[config.mk]
export PLATFORM = sky130hd
export DESIGN_NAME = reset_sequencer
export DESIGN_NICKNAME = d
export VERILOG_FILES = /design/src/rtl/chipset_pkg.sv /design/src/rtl/button_debouncer.sv /design/src/rtl/reset_sequencer.sv
export SDC_FILE = /design/constraint.sdc
export NUM_CORES = 1
export LEC_CHECK = 0
export BUFFER_PORTS_ARGS = -buffer_cell sky130_fd_sc_hd__buf_2
export CAP_MARGIN = 30
export CELL_PAD_IN_SITES_DETAIL_PLACEMENT = 1
export CELL_PAD_IN_SITES_GLOBAL_PLACEMENT = 1
export CORE_MARGIN = 2
export CORE_UTILIZATION = 42
export DETAILED_ROUTE_END_ITERATION = 10
export GPL_TIMING_DRIVEN = 0
export PLACE_DENSITY = 0.87
export SLEW_MARGIN = 20
export SYNTH_ARGS = -nofsm -noshare
export SYNTH_HDL_FRONTEND = slang
export SYNTH_SLANG_ARGS = --single-unit
export TNS_END_PERCENT = 30
[constraint.sdc]
create_clock -name clk -period 3.82 [get_ports clk]
set_input_delay 0.382 -clock clk [delete_from_list [all_inputs] [get_ports clk]]
set_output_delay 0.382 -clock clk [all_outputs]
set_load 0.1 [all_outputs]
[src/rtl/chipset_pkg.sv]
// rtl/chipset_pkg.sv - shared types and default vectors for the chipset reset logic
package chipset_pkg;

    typedef enum logic [1:0] {
        S_POWER_UP,
        S_RELEASE,
        S_RUN,
        S_HOLD
    } state_t;

    localparam logic [15:0] DEFAULT_ROM_VECTOR = 16'h0000;
    localparam logic [15:0] DEFAULT_RAM_VECTOR = 16'h8000;

    // Saturating increment used for the button-reset event counter.
    function automatic logic [7:0] sat_inc8(input logic [7:0] value);
        return (value == 8'hFF) ? value : value + 8'd1;
    endfunction

endpackage

[src/rtl/button_debouncer.sv]
// rtl/button_debouncer.sv - two-flop synchroniser plus stability-counter debouncer
module button_debouncer #(
    parameter int DEBOUNCE_CYCLES = 4
) (
    input  logic clk,
    input  logic reset,
    input  logic raw_in,
    output logic level_out,
    output logic rise_pulse,
    output logic fall_pulse
);

    localparam int CW = $clog2(DEBOUNCE_CYCLES + 1);
    localparam logic [CW-1:0] CNT_LAST = CW'(DEBOUNCE_CYCLES - 1);

    logic          sync_1;
    logic          sync_2;
    logic [CW-1:0] stable_cnt;

    // The level flips on the DEBOUNCE_CYCLES-th consecutive mismatching sample,
    // so the pulses line up with the cycle in which level_out changes.
    always_ff @(posedge clk) begin
        if (reset) begin
            sync_1     <= 1'b0;
            sync_2     <= 1'b0;
            stable_cnt <= '0;
            level_out  <= 1'b0;
            rise_pulse <= 1'b0;
            fall_pulse <= 1'b0;
        end else begin
            sync_1     <= raw_in;
            sync_2     <= sync_1;
            rise_pulse <= 1'b0;
            fall_pulse <= 1'b0;
            if (sync_2 != level_out) begin
                if (stable_cnt == CNT_LAST) begin
                    level_out  <= sync_2;
                    stable_cnt <= '0;
                    rise_pulse <= sync_2;
                    fall_pulse <= ~sync_2;
                end else begin
                    stable_cnt <= stable_cnt + CW'(1);
                end
            end else begin
                stable_cnt <= '0;
            end
        end
    end

endmodule

[src/rtl/reset_sequencer.sv]
// rtl/reset_sequencer.sv - power-on sequencer with staggered domain release and boot select
module reset_sequencer
    import chipset_pkg::*;
#(
    parameter int                    DEBOUNCE_CYCLES = 4,
    parameter int                    POWER_UP_CYCLES = 8,
    parameter int                    NUM_DOMAINS     = 2,
    parameter int                    PC_WIDTH        = 16,
    parameter logic [PC_WIDTH-1:0]   ROM_VECTOR      = PC_WIDTH'(DEFAULT_ROM_VECTOR),
    parameter logic [PC_WIDTH-1:0]   RAM_VECTOR      = PC_WIDTH'(DEFAULT_RAM_VECTOR)
) (
    input  logic                   clk,
    input  logic                   reset,
    input  logic                   reset_button,
    input  logic                   boot_sel,
    input  logic                   ram_switch_req,
    output logic [PC_WIDTH-1:0]    pc,
    output logic                   pc_load,
    output logic [NUM_DOMAINS-1:0] domain_reset,
    output logic                   is_powered_on,
    output logic                   flag_execute_from_ram,
    output logic [7:0]             reset_count
);

    localparam int PW = $clog2(POWER_UP_CYCLES + 1);
    localparam int RW = $clog2(NUM_DOMAINS + 1);
    localparam logic [PW-1:0]          PWR_LAST = PW'(POWER_UP_CYCLES - 1);
    localparam logic [RW-1:0]          REL_LAST = RW'(NUM_DOMAINS - 1);
    localparam logic [NUM_DOMAINS-1:0] ONE_DOM  = NUM_DOMAINS'(1);

    state_t        state;
    logic [PW-1:0] pwr_cnt;
    logic [RW-1:0] rel_cnt;
    logic          deb_level;
    logic          deb_rise;
    logic          deb_fall;

    button_debouncer #(
        .DEBOUNCE_CYCLES(DEBOUNCE_CYCLES)
    ) u_debouncer (
        .clk       (clk),
        .reset     (reset),
        .raw_in    (reset_button),
        .level_out (deb_level),
        .rise_pulse(deb_rise),
        .fall_pulse(deb_fall)
    );

    always_ff @(posedge clk) begin
        if (reset) begin
            state                 <= S_POWER_UP;
            pwr_cnt               <= '0;
            rel_cnt               <= '0;
            domain_reset          <= '1;
            is_powered_on         <= 1'b0;
            flag_execute_from_ram <= 1'b0;
            pc                    <= ROM_VECTOR;
            pc_load               <= 1'b0;
            reset_count           <= 8'd0;
        end else begin
            pc_load <= 1'b0;
            // A button press outranks every other event, including the last
            // release step and a pending RAM switch request.
            if (deb_rise && state != S_HOLD) begin
                state                 <= S_HOLD;
                pwr_cnt               <= '0;
                rel_cnt               <= '0;
                domain_reset          <= '1;
                is_powered_on         <= 1'b0;
                flag_execute_from_ram <= 1'b0;
                pc                    <= ROM_VECTOR;
                reset_count           <= sat_inc8(reset_count);
            end else begin
                case (state)
                    S_POWER_UP: begin
                        if (pwr_cnt == PWR_LAST) begin
                            flag_execute_from_ram <= boot_sel;
                            pc                    <= boot_sel ? RAM_VECTOR : ROM_VECTOR;
                            pwr_cnt               <= '0;
                            rel_cnt               <= '0;
                            state                 <= S_RELEASE;
                        end else begin
                            pwr_cnt <= pwr_cnt + PW'(1);
                        end
                    end
                    S_RELEASE: begin
                        domain_reset <= domain_reset & ~(ONE_DOM << rel_cnt);
                        if (rel_cnt == REL_LAST) begin
                            state         <= S_RUN;
                            is_powered_on <= 1'b1;
                            pc_load       <= 1'b1;
                        end else begin
                            rel_cnt <= rel_cnt + RW'(1);
                        end
                    end
                    S_RUN: begin
                        if (ram_switch_req && !flag_execute_from_ram) begin
                            flag_execute_from_ram <= 1'b1;
                            pc                    <= RAM_VECTOR;
                            pc_load               <= 1'b1;
                        end
                    end
                    S_HOLD: begin
                        if (deb_fall && !deb_level) begin
                            state   <= S_POWER_UP;
                            pwr_cnt <= '0;
                        end
                    end
                    default: state <= S_POWER_UP;
                endcase
            end
        end
    end

endmodule

==> flow_summary_export.csv, run 1 <==
group,metric,value,unit
power_and_ir_drop,leakagePower,0.819,nW
synthesis,avgSynthCellArea,8.55,um2
route,routed_wl,3.21,mm
floorplanning,ioPinCount,34,
route,drt-wirelength-per-cell,12.3,um
cells_and_area,nFillCells,431,
critical_path,required,4.07,ns
min_path,hp-class,"primary input to flop",
critical_path,crit_arrival,2.07,ns
power_and_ir_drop,vdd_drop_max,200,uV
floorplanning,die_w,64.0,um
clock_network,ctsResizeCount,0,
cells_and_area,fin_nets,230,
placement,io_buffers,17,
global_routing,grt_max_degree,11,
sta,drv_slew,0,
clock_network,numCtsBuffers,5,
route,vias,1279,
route,ant_nets,0,
route,dr.pass1.iters,3,
sta,period_minus_slack,1.82,ns
synthesis,netlist_area,1510,um2
synthesis,synth-seq-cells,29,
route,drt_drc_violations_left,0,
global_routing,grt_pass1_vias,1308,
cells_and_area,synthToLayoutAreaGrowth,17.5,%
clock_network,clk_path_buf_depth,2,
cells_and_area,antenna_cells,0,
synthesis,ys_types,37,
clock_network,clk_pin_slew,0.10,ns
cells_and_area,final_cell_mix,"29 x dfxtp_1, 20 x buf_2, 19 x nor2_1",
sta,fmax,551,MHz
synthesis,synth_edf_count,0,
sta,tns,0,ns
critical_path,critPathCaptureType,"flop",
route,viasPerCell,4.88,
global_routing,antenna_found_initial,0,
sta,clock_skew,0.00798,ns
synthesis,netlist.area_leader.share,38.4,%
sta,final-hold-violation-count,0,
synthesis,async_flop_share,0,%
synthesis,yosys-top-cells-area,"dfxtp_1 38%, ha_1 8.3%, buf_4 7.9%, a21oi_1 5.0%, nor2_1 4.7%",
global_routing,globalRouteOverflowTotal,0,
sta,setup_viol,0,
clock_network,cts_htree_levels,2,
synthesis,ys.flop_type,"dfxtp_1",
clock_network,post_cts_buffers,0,
clock_network,clk_latency,0.34,ns
placement,hpwl,2.39,mm
floorplanning,row_count,21,
clock_network,cts_sinks,29,
route,drt-initial-drc-count,43,
flow_run,max-cap-violations,0,
global_routing,grt_usage,17.7,%
outcome,status,"complete, no violations",
clock_network,clockRootBuffer,"clkbuf_4",
power_and_ir_drop,p_per_area,354,nW/um2
sta,finalCritPeriodShare,47.5,%
critical_path,crit_path_start_kind,"flop",
global_routing,grt_pass1_wl,5.66,mm
synthesis,yosysSeqAreaShare,38.4,%
floorplanning,die_area,4100,um2
cells_and_area,final_util,52.5,%
cells_and_area,drive_gt1_share,22.2,%
synthesis,synth_top_area_cell,"dfxtp_1",
synthesis,synth_warnings,0,
sta,rsz0062_at_grt,"no",
critical_path,critical_path_class,"flop to flop",
floorplanning,core_area,3390,um2
cells_and_area,layout_commonest_cell,"dfxtp_1",
clock_network,cts_tree,"done",
synthesis,synthesis.instances,177,
clock_network,hold_buffers,0,
floorplanning,die_y,64.0,um
placement,place.gp.congestion,0.760,
floorplanning,start_util,44.6,%
critical_path,cp_max_fo,9,
cell usage after synthesis, types with 2 or more instances:
cell      count
nand4_1       3
xnor2_1       3
a211oi_1      3
o31ai_1       2
nor4bb_1      2
xor2_1        2
mux2i_1       2
a21oi_1      15
buf_2         3
clkbuf_1      3
nand2_1      11
nand3_1       3
nor2b_1       3
nor3_1        2
nand2b_1      4
and2_1        3
inv_1         9
or4_1         4
ha_1         10
dfxtp_1      29
o21ai_0      12
buf_4        16
nor2_1       19
kinds of logic (layout without fill, tap and decap cells):
| kind of cell | Yosys count | in the layout | synth area share [%] |
|---|---|---|---|
| muxes | 2 | 2 | 1.32 |
| other | 1 | 15 | 0.248 |
| AOI/OAI and AO/OA | 38 | 38 | 15.0 |
| and+or+nand+nor | 61 | 61 | 22.0 |
| adders and majority gates | 10 | 10 | 8.27 |
| xor gates and xnor gates | 5 | 5 | 2.90 |
| DFF | 29 | 29 | 38.4 |
| buffers and inverters | 31 | 56 | 11.9 |
per-stage QoR:
step	area, um2	cells	setup slack [ns]	power, mW	hold WS (ns)
after floorplan	1570	191	1.69	0.412	0.399
after global placement	1710	254	2.06	0.418	0.412
after detailed placement	1710	254	2.01	0.420	0.423
after CTS	1780	262	1.99	0.638	0.234
after global routing	1780	262	1.79	0.656	0.250
final	1780	262	2.00	0.630	0.249
power breakdown:
group	switching, mW	internal (mW)	total, mW
Clock	0.110	0.107	0.217
Combinational	0.0826	0.0198	0.102
Sequential	0.00420	0.307	0.311
flip-flops by register name, indices dropped and copies added, names as in the netlist, 2 cells and up:
name and flops:
domain_reset 2, pwr_cnt 4, rel_cnt 2, reset_count 8, state 2, u_debouncer.stable_cnt 3
worst max-delay path: stages, from the launching register on:
cell and delay, ns:
dfxtp_1 0.34, inv_1 0.13, ha_1 0.17, buf_2 0.20
nor3_1 0.08, a221o_1 0.30, o311a_1 0.34, a211oi_1 0.19
per-layer routing:
metal	share of wire, %	global-route usage, %
met1	45	20.0
met2	48	30.5
met3	4.7	5.46
met4	1.8	8.15
met5	0	0
path summary, 6_finish.rpt:
path	to	start	cells past startpoint	slack (ns)
max	state[1]$_SDFFE_PP0P_	state[1]$_SDFFE_PP0P_	7	2.00
min	u_debouncer.sync_1$_SDFF_PP0_	reset_button	2	0.25
max reg2reg	state[1]$_SDFFE_PP0P_	state[1]$_SDFFE_PP0P_	7	2.00
min reg2reg	u_debouncer.stable_cnt[0]$_SDFF_PP0_	u_debouncer.stable_cnt[0]$_SDFF_PP0_	1	0.43
layout make-up:
cell class / count / area (um2) / share of cell area (%)
well taps: 46 / 57.6 / 3.24
flip-flops and latches: 29 / 581 / 32.7
clock buffers: 7 / 65.1 / 3.66
repair buffers: 17 / 85.1 / 4.79
inverters: 9 / 33.8 / 1.90
multi-input cells: 131 / 805 / 45.2
clock inverters: 1 / 5.00 / 0.281
plain buffers: 22 / 146 / 8.23
Note: power is estimated with default switching activity, not from simulation.
==> run 2: changes to the inputs <==
Settings changed: ABC_AREA from default to 1, CORE_UTILIZATION 42 to 38, PLACE_DENSITY 0.87 to 0.82.
Clock period 3.82 ns to 1.7 ns, I/O delays scaled along.
==> run 2 against run 1 <==
Compared with the run above:
- die area grew 14%
- clock power grew to 2.9 times the previous value
- global-route usage shrank 1.2 points
- largest cell class unchanged
==> flow_summary_export.csv, run 2 <==
group,metric,value,unit
outcome,status,"complete, no violations",
global_routing,grt_pass1_wl,5.58,mm
synthesis,synth_top_area_cell,"dfxtp_1",
cells_and_area,nFillCells,549,
placement,place.gp.congestion,0.752,
global_routing,grt_use_met1,19.1,%
floorplanning,row_count,23,
critical_path,critical_path_class,"flop to flop",
synthesis,synth_common_cells,"41 x nand2_1, 33 x nor2_1, 29 x dfxtp_1, 28 x inv_1, 16 x buf_4",
cells_and_area,layout_commonest_cell,"nand2_1",
cells_and_area,fin_nets,272,
floorplanning,die_area,4680,um2
floorplanning,die_w,68.4,um
floorplanning,start_util,39.4,%
sta,rsz0062_at_grt,"no",
route,viasPerCell,4.49,
min_path,hp-class,"primary input to flop",
sta,finalCritPeriodShare,90.5,%
sta,drv_slew,0,
critical_path,required,1.87,ns
sta,setup_viol,0,
power_and_ir_drop,power_switching,0.952,mW
critical_path,crit_path_start_kind,"flop",
route,routed_wl,3.39,mm
synthesis,synth-seq-cells,29,
placement,io_buffers,17,
floorplanning,die_y,68.4,um
clock_network,clk_pin_slew,0.06,ns
synthesis,post-synth-top-count-cell,"nand2_1",
global_routing,grt_max_degree,11,
sta,clock_skew,0.00275,ns
global_routing,grt_pass1_vias,1293,
synthesis,yosysSeqAreaShare,36.8,%
cells_and_area,largest_reg_flops,8,
power_and_ir_drop,combPwrFrac,37.1,%
cells_and_area,top_regs,"reset_count x8, pwr_cnt x4, u_debouncer.stable_cnt x3",
critical_path,crit_arrival,1.70,ns
cells_and_area,drive_gt1_share,24.8,%
synthesis,netlist_area,1580,um2
floorplanning,core_area,4000,um2
power_and_ir_drop,leakagePower,0.940,nW
cells_and_area,synthToLayoutAreaGrowth,20.3,%
synthesis,yosys-top-cells-area,"dfxtp_1 37%, nand2_1 9.8%, ha_1 7.9%, nor2_1 7.9%, buf_4 7.6%",
cells_and_area,final_cell_mix,"40 x nand2_1, 32 x nor2_1, 28 x inv_1",
clock_network,cts_sinks,29,
global_routing,grtUsageMet3,5.76,%
clock_network,cts_htree_levels,2,
cells_and_area,finalNonFillerCells,308,
global_routing,antenna_found_initial,0,
global_routing,gr-usage-met2,27.5,%
synthesis,netlist.area_leader.share,36.8,%
synthesis,synthesis.instances,219,
clock_network,numCtsBuffers,5,
power_and_ir_drop,seq_power_share,35.4,%
power_and_ir_drop,switching_share,41.8,%
clock_network,clockRootBuffer,"clkbuf_8",
flow_run,max-cap-violations,0,
route,drt-initial-drc-count,58,
global_routing,top_usage_layer,"met2",
sta,fmax,650,MHz
sta,tns,0,ns
clock_network,clk_latency,0.28,ns
clock_network,cts_tree,"done",
route,dr.pass1.iters,4,
synthesis,synth_warnings,0,
synthesis,ys.flop_type,"dfxtp_1",
floorplanning,ioPinCount,34,
critical_path,critPathCaptureType,"flop",
cells_and_area,antenna_cells,0,
cells_and_area,largest_register,"reset_count",
global_routing,globalRouteOverflowTotal,0,
critical_path,rrSetupSlack,0.16,ns
route,drt_drc_violations_left,0,
synthesis,avgSynthCellArea,7.20,um2
synthesis,ys_types,27,
power_and_ir_drop,vdd_drop_max,566,uV
synthesis,synth_edf_count,0,
power_and_ir_drop,pwr-share-clk,27.5,%
synthesis,async_flop_share,0,%
route,ant_nets,0,
power_and_ir_drop,internal_power,1.33,mW
critical_path,cp_max_fo,8,
sta,period_minus_slack,1.54,ns
placement,hpwl,2.64,mm
clock_network,clk_path_buf_depth,2,
route,drt-wirelength-per-cell,11.0,um
placement,dp.cells,300,
power_and_ir_drop,p_per_area,1200,nW/um2
global_routing,grt_usage,16.5,%
route,vias,1382,
sta,final-hold-violation-count,0,
run 2: cell count changes after synthesis, sizes merged, moves of 3 or more:
cell,before,now
a211oi,3,0
and2,3,0
inv,9,32
nand2,11,44
nand2b,4,0
nand3,3,12
nor2,19,35
nor2b,4,0
o21ai,13,10
or4,4,0
run 2: critical path: stages (launching register included):
cell and delay (ns):
dfxtp_2 0.36, inv_1 0.08, ha_1 0.18, clkbuf_2 0.17, nand2_2 0.11, inv_1 0.07
nor2_2 0.10, nand2_1 0.10, o21ai_0 0.18, a21oi_1 0.07
run 2: kinds of logic (layout without fill, tap and decap cells):
kind of cell,count (synthesis),after routing,synth area share (%)
xor+xnor,4,4,2.22
compound gates,25,25,8.25
buf+inv,51,76,16.3
fa+ha+maj,10,10,7.94
simple gates,99,99,28.3
other cells,1,15,0.238
flops,29,29,36.8
run 2: worst paths after layout:
check	start	to	depth (start not counted)
max	state[1]$_SDFFE_PP0P_	rel_cnt[0]$_SDFFE_PP0P_	9
min	reset_button	u_debouncer.sync_1$_SDFF_PP0_	3
max reg2reg	state[1]$_SDFFE_PP0P_	rel_cnt[0]$_SDFFE_PP0P_	9
min reg2reg	u_debouncer.sync_1$_SDFF_PP0_	u_debouncer.sync_2$_SDFF_PP0_	2
run 2: layer usage:
layer / share of wire, % / vias up
li1: - / 727
met1: 45 / 625
met2: 49 / 25
met3: 4.5 / 5
met4: 1.4 / 0
met5: 0 / -
run 2: through the flow:
step | worst slack [ns] | utilization (%) | power (mW) | instance area (um2) | hold WS, ns
6_report | 0.162 | 47.4 | 2.28 | 1900 | 0.0891
5_1_grt | 0.0113 | 47.4 | 2.42 | 1900 | 0.0861
4_1_cts | 0.0553 | 47.2 | 2.29 | 1890 | 0.0851
3_5_place_dp | 0.0826 | 44.6 | 1.65 | 1790 | 0.382
3_3_place_gp | 0.132 | 44.6 | 1.63 | 1790 | 0.369
2_1_floorplan | 0.00670 | - | 1.52 | 1640 | 0.277
run 2: what timing repair did:
action | CTS | global route
gates resized for setup | 0 | 4
hold buffers | 0 | 0
setup buffers | 0 | 0
endpoints found under the setup margin | 0 | 2
run 2: power groups by stage:
stage | Sequential, mW | Combinational (mW) | Clock (mW)
5_1_grt | 0.816 | 0.927 | 0.681
6_report | 0.805 | 0.845 | 0.627
4_1_cts | 0.806 | 0.832 | 0.647
2_1_floorplan | 0.961 | 0.561 | 0
3_5_place_dp | 0.822 | 0.825 | 0
3_3_place_gp | 0.816 | 0.810 | 0
run 2: layout make-up:
class	instances	area [um2]	share of cell area, %
multi-input cells	153	801	42.2
well taps	50	62.6	3.30
plain buffers	18	130	6.86
flip-flops and latches	29	591	31.1
clock inverters	1	5.00	0.264
repair buffers	17	85.1	4.49
clock buffers	7	96.3	5.08
inverters	33	126	6.66
